## src/rtl/zapper_reader.sv

```systemverilog
// zapper_reader: light-gun front end for the flash-frame shot protocol.
// Synchronises and debounces the trigger, follows the IDLE->BLACK->WHITE->HELD
// frame sequence, and counts photodiode-lit active pixels to decide hit/miss.
module zapper_reader #(
  parameter int unsigned DEBOUNCE_CYCLES  = 250000,
  parameter int unsigned LIGHT_MIN        = 64,
  parameter int unsigned DARK_MAX         = 16,
  parameter bit          LIGHT_ACTIVE_LOW = 1'b1
) (
  input  logic clk,
  input  logic rst_n,
  input  logic trigger_raw,
  input  logic light_raw,
  input  logic frame_pulse,
  input  logic valid,
  output logic trigger,
  output logic detect,
  output logic shot,
  output logic hit,
  output logic miss,
  output logic busy
);

  // Raw photodiode level that means "no light"
  localparam logic        LIGHT_IDLE = LIGHT_ACTIVE_LOW;
  localparam logic [17:0] DEB_LAST   = 18'(DEBOUNCE_CYCLES - 1);
  localparam logic [15:0] LIT_THR    = 16'(LIGHT_MIN - 1);
  localparam logic [15:0] DARK_LIM   = 16'(DARK_MAX);

  typedef enum logic [1:0] {
    IDLE  = 2'd0,
    BLACK = 2'd1,
    WHITE = 2'd2,
    HELD  = 2'd3
  } state_t;

  state_t      state;
  logic        trig_meta, trig_s;
  logic        light_meta, light_sync;
  logic        light_s;
  logic [17:0] deb_cnt;
  logic        deb_level;
  logic        frame_pulse_d;
  logic        fe;
  logic        frame_fall;
  logic        lit_sample;
  logic [15:0] lit_cnt;
  logic [15:0] dark_cnt;
  logic        void_flag;

  assign light_s    = light_sync ^ LIGHT_ACTIVE_LOW;
  assign fe         = frame_pulse & ~frame_pulse_d;
  assign frame_fall = ~frame_pulse & frame_pulse_d;
  // The fe-cycle sample belongs to the new frame and is dropped
  assign lit_sample = light_s & valid & ~fe;

  // Two-flop synchronisers for the asynchronous gun inputs
  always_ff @(posedge clk or negedge rst_n) begin
    if (!rst_n) begin
      trig_meta  <= 1'b0;
      trig_s     <= 1'b0;
      light_meta <= LIGHT_IDLE;
      light_sync <= LIGHT_IDLE;
    end else begin
      trig_meta  <= trigger_raw;
      trig_s     <= trig_meta;
      light_meta <= light_raw;
      light_sync <= light_meta;
    end
  end

  // Debounce: level follows trig_s only after it has differed long enough
  always_ff @(posedge clk or negedge rst_n) begin
    if (!rst_n) begin
      deb_cnt   <= '0;
      deb_level <= 1'b0;
    end else if (trig_s != deb_level) begin
      if (deb_cnt == DEB_LAST) begin
        deb_level <= trig_s;
        deb_cnt   <= '0;
      end else begin
        deb_cnt <= deb_cnt + 18'd1;
      end
    end else begin
      deb_cnt <= '0;
    end
  end

  // Frame edge tracking; trigger updates only on the frame_pulse fall
  always_ff @(posedge clk or negedge rst_n) begin
    if (!rst_n) begin
      frame_pulse_d <= 1'b0;
      trigger       <= 1'b0;
    end else begin
      frame_pulse_d <= frame_pulse;
      if (frame_fall) trigger <= deb_level;
    end
  end

  // Lit-pixel counters for the WHITE and BLACK frames, cleared each frame
  always_ff @(posedge clk or negedge rst_n) begin
    if (!rst_n) begin
      lit_cnt  <= '0;
      dark_cnt <= '0;
    end else if (fe) begin
      lit_cnt  <= '0;
      dark_cnt <= '0;
    end else if (lit_sample) begin
      if (state == WHITE && lit_cnt != '1)  lit_cnt  <= lit_cnt + 16'd1;
      if (state == BLACK && dark_cnt != '1) dark_cnt <= dark_cnt + 16'd1;
    end
  end

  // Shot sequencer with registered pulses, busy, detect and void flag
  always_ff @(posedge clk or negedge rst_n) begin
    if (!rst_n) begin
      state     <= IDLE;
      shot      <= 1'b0;
      hit       <= 1'b0;
      miss      <= 1'b0;
      busy      <= 1'b0;
      detect    <= 1'b0;
      void_flag <= 1'b0;
    end else begin
      shot <= 1'b0;
      hit  <= 1'b0;
      miss <= 1'b0;
      if (fe) begin
        case (state)
          IDLE: begin
            if (trigger) begin
              state <= BLACK;
              shot  <= 1'b1;
              busy  <= 1'b1;
            end
          end
          BLACK: begin
            state     <= WHITE;
            busy      <= 1'b1;
            void_flag <= (dark_cnt > DARK_LIM);
          end
          WHITE: begin
            state <= HELD;
            busy  <= 1'b0;
            if (detect) hit  <= 1'b1;
            else        miss <= 1'b1;
          end
          HELD: begin
            detect <= 1'b0;
            if (!trigger) begin
              state     <= IDLE;
              void_flag <= 1'b0;
            end
          end
          default: begin
            state <= IDLE;
            busy  <= 1'b0;
          end
        endcase
      end else if (state == WHITE && lit_sample && lit_cnt >= LIT_THR && !void_flag) begin
        detect <= 1'b1;
      end
    end
  end

endmodule
```

## config.mk

```make
export PLATFORM = sky130hd
export DESIGN_NAME = zapper_reader
export DESIGN_NICKNAME = d
export VERILOG_FILES = /design/src/rtl/zapper_reader.sv
export SDC_FILE = /design/constraint.sdc
export NUM_CORES = 1
export LEC_CHECK = 0
export ABC_AREA = 1
export CORE_MARGIN = 1
export CORE_UTILIZATION = 44
export DETAILED_ROUTE_END_ITERATION = 7
export SLEW_MARGIN = 10
export SYNTH_ARGS = -nofsm -noshare
export SYNTH_HDL_FRONTEND = slang
export SYNTH_SLANG_ARGS = --single-unit
```

## constraint.sdc

```tcl
create_clock -name clk -period 3.25 [get_ports clk]
set_clock_uncertainty 0.05 [all_clocks]
set_input_delay 0.325 -clock clk [delete_from_list [all_inputs] [get_ports clk]]
set_output_delay 0.325 -clock clk [all_outputs]
set_load 0.02 [all_outputs]
```

Word level (Yosys, flattened, before mapping). Index checks and enable logic that the tools add are counted.

Bits in registers: 65. Input bits: 6. Output and inout port bits: 6. Word-level logic and storage cells: 87.

Add/sub/neg operators: 3. $lt $le $gt $ge: 2. Equal/unequal tests: 10. Mux-type cells: 27. Bitwise logic cells: 8. Reductions and logical operators: 20.

Operators with widths (count): 16-bit 2-to-1 mux (6); 18-bit 2-to-1 mux (2); 16-bit by 1-bit adder with 16-bit output, second input constant (2); 16-bit inequality test, second input constant (2); 18-bit by 1-bit adder with 18-bit output, second input constant (1); 18-bit equality test, second input constant (1); 16-bit by 6-bit greater-or-equal comparator with 1-bit output, second input constant (1); 16-bit by 5-bit greater-than comparator with 1-bit output, second input constant (1); 1-bit 2-to-1 mux (14); 2-bit nonzero test (5); 3-bit AND reduction (3); 2-bit one-hot mux with 4 select lines (1); 2-bit AND reduction (4); 1-bit logical AND (5); 1-bit bitwise AND (4); 2-bit equality test, second input constant (2); 2-bit 2-to-1 mux (2); 2-bit inequality test, second input constant (2); 1-bit NOT (4); 1-bit one-hot mux with 3 select lines (1); 3-bit nonzero test (1); 2-bit by 1-bit equality test with 1-bit output, second input constant (1); 2-bit logical NOT (1); 2-bit by 1-bit inequality test with 1-bit output, second input constant (1); other kinds (3) (3).

Depth between registers and ports, before layout.
Word-level depth: 9. Gate-level depth with buffers: 10. Gate-level depth less buffers: 9.

Least setup slack after synthesis. OpenSTA, ideal clock, no wires.

Path kind: register to register. Start: reg lit_cnt[0]. End: reg lit_cnt[2]. Setup time: 0.066 ns. Arrival: 1.504 ns. Data required time: 3.134 ns. Slack: 1.631 ns. Cell stages (with the launch flop): 10. Buffers on the path: 1. Period minus slack after synthesis: 1.619 ns. Cell sequence: dfrtp_1 ha_1 nand3_1 inv_2 nand2_2 nor2_4 nor2_2 buf_2 nand4_1 nand2_1.

Longest elaborated chain between the ends: 4. Elaborated cells on any way between the ends: 8. Those cells by class: 1 x add/sub; 1 x eq/ne; 3 x mux; 3 x reduce/logical.

RTL lines: start: declaration (RTL line 47) `logic [15:0] lit_cnt;`; start signal: assignment (RTL line 109) `if (state == WHITE && lit_cnt != '1) lit_cnt <= lit_cnt + 16'd1;`; 16-bit by 1-bit adder with 16-bit output or 16-bit inequality test (tied branches) (RTL line 109); 16-bit 2-to-1 mux or 1-bit logical AND (tied branches) (RTL line 109); 16-bit 2-to-1 mux or 2-bit nonzero test (tied branches); 16-bit 2-to-1 mux or 2-bit AND reduction (tied branches).

Several ways; a longest one is shown, not always the timed one. The select of a mux whose other input is x is not followed. A chain may end at the register's enable or synchronous reset.

Worst setup path after layout.
Start: reg lit_cnt[0]. End: reg lit_cnt[11].

The elaborated chain is that of the path after synthesis.

==> flow_summary.yaml <==
status:
  run_status: "finished clean"
clocking:
  post_cts_buffers: 0
  numCtsBuffers: 9
  ctsResizeCount: 0
  cts_sinks: 65
  cts.clk_slew.worst_paths_ns: 0.07
  h-tree-depth: 3
  cts-root-buf: "clkbuf_8"
  cts_tree: "yes"
  holdBufCountCts: 0
  clk_latency_ns: 0.34
  clockBufferDepth: 2
synth:
  synth_top_area_share_pct: 41.8
  synth_ff_type: "dfrtp_1"
  syn_inst: 515
  synth_top_cell_by_area: "dfrtp_1"
  yosys_warnings: 0
  ys_top_cells_by_area: "dfrtp_1, nand2_1, nor2_1"
  synth_fp_nets: 529
  synth.avg_cell_area_um2: 7.32
  synth_edf_count: 0
  synth_cell_types: 30
  synth_area_um2: 3770
  ys_async_sr_fraction_pct: 100
  synth_seq_cells: 65
  ys_seq_area_share_pct: 43.2
placed_design:
  dp_hpwl_um: 6090
  globalplace.congestion: 0.833
  dp_cells: 624
  port_buffers: 11
worst_hold_path:
  min_path_type: "in2async"
drt:
  antenna_left: 0
  drc: 0
  dr.pass1.iters: 4
  vias: 3298
  wl_um: 8460
  drt_iter0_markers: 127
  vias_per_cell: 5.15
  detail_route.wl_per_cell_um: 13.2
final_layout:
  final_cells: 640
  synthToLayoutAreaGrowth_pct: 10.4
  final_nets: 544
  nFillCells: 841
  diodes: 0
  final_layout_size_suffix_gt1_share_pct: 6.36
  layout_common_cells: "nand2_1, nor2_1, dfrtp_1"
  final_common_cell: "nand2_1"
timing:
  fin_crit_ns: 2.18
  max_slew_margin_pct: 33.6
  setup_tns_ns: 0
  drv_slew: 0
  finalSetupViolCount: 0
  finalHoldViolCount: 0
  fmax_mhz: 459
  worstMarginPinSlew_ns: 0.995
  finalCritPeriodShare_pct: 67.1
  rsz0062_at_grt: "no"
power_and_ir_drop:
  p_leak_nw: 1.89
  max-vdd-ir-drop_mv: 0.232
  power_density_nw_per_um2: 468
  power_mw: 1.95
global_route:
  grt_pass1_vias: 3110
  grt_max_degree: 47
  grt_pass1_wl_um: 14700
  grt_overflow_total: 0
  grt_usage_pct: 21.2
  antenna_found_initial: 0
setup_path:
  critPathBufInv: 1
  cpMaxStageDelayCell: "nor2_2"
  path_max_fanout: 15
  arrival_ns: 2.36
  critPathKind: "reg2reg"
  path_cells: "ha_1 > nand3_1 > inv_2 > nand2_2 > nor2_4 > nor2_2 > nor2_4 > nand2_1 > nand2_1"
  critPathMaxStageDelay_ns: 0.55
  crit_path_start_kind: "flop"
  critPathTopFamily: "simple AND/OR/NAND/NOR gates"
  cp.required_ns: 3.43
  endpoint_kind: "flop"
floorplanning:
  io_pins: 12
  dieArea_um2: 8940
  core_um2: 8260
  fp.dieH_um: 94.6
  initial_core_util_pct: 45.7
  row_count: 33
  die_w_um: 94.6
flow_run:
  maxCapViolations: 0
-- where the power goes --
group          internal, mW  leakage (nW)  switching, mW
Sequential            0.876         0.880         0.0672
Combinational         0.119         0.916          0.206
Clock                 0.374        0.0974          0.307
Total                  1.37          1.89          0.581
-- path summary, 6_finish.rpt --
check / start / endpoint / depth (start not counted) / slack (ns)
worst max-delay path: lit_cnt[0] / lit_cnt[11] / 9 / 1.07
worst min-delay path: rst_n / deb_cnt[8] / 1 / 0.1
worst max register to register: lit_cnt[0] / lit_cnt[11] / 9 / 1.07
worst min register to register: light_meta / light_sync / 0 / 0.31
max in group asynchronous: rst_n / lit_cnt[14] / 2 / 2.22
min in group clk: light_meta / light_sync / 0 / 0.31
-- cell families (layout without fill, tap and decap cells) --
kind of cell	Yosys count	count (layout)	share of synthesized area, %
AO/OA/AOI/OAI	29	29	4.41
flip-flops	65	65	43.2
adder cells (fa/ha/maj)	8	8	2.66
AND/OR/NAND/NOR	337	337	38.8
XOR/XNOR	21	21	4.88
buffers and inverters	55	75	6.07
-- synthesized netlist by cell type (2+ instances only) --
library cell,n
clkbuf_1,3
nor2_1,82
inv_1,42
buf_1,2
nor4_1,2
dfrtp_1,63
a21oi_1,3
nor3_1,6
nor2_2,4
xnor2_1,3
nand2_1,164
o21ai_0,16
inv_2,2
o21bai_1,7
ha_1,8
or2_2,2
nor2_4,4
nand3_1,39
dfstp_2,2
xor2_1,18
nand4_1,31
buf_6,2
buf_2,3
-- sequential cells by signal (all words and copies together), names as in the netlist --
name and flops:
trig_s 1, state 2, frame_pulse_d 1, dark_cnt 16, busy 1, light_meta 1, detect 1, light_sync 1
shot 1, miss 1, hit 1, trig_meta 1, trigger 1, lit_cnt 16, deb_level 1, deb_cnt 18
void_flag 1
-- routing by layer --
metal,GRT usage (%),wire length (µm)
met2,34.4,3910
met5,0,0
met1,28.4,4020
met4,4.92,104
met3,5.15,414
-- cell type report --
class                      count  area [µm²]  share of cell area [%]
tap                          105         131                    3.16
sequential                    65        1630                    39.1
clock inverter                 3        40.0                   0.962
inverter                      44         165                    3.97
timing repair buffer          15         135                    3.25
clock buffer                  13         149                    3.58
multi-input combinational    395        1910                    45.9
-- per-stage QoR --
stage                     worst slack, ns  instance area (µm²)  hold WS [ns]  utilization, %
after global routing                0.892                 4160         0.195            50.4
after CTS                            1.06                 4160         0.132            50.4
after global placement               1.04                 3970         0.298            48.1
final                                1.07                 4160        0.0995            50.4
after floorplan                      1.63                 3770       -0.0206               -
after detailed placement            0.970                 3970         0.297            48.1
No activity file was read; power rests on OpenSTA's default activity.
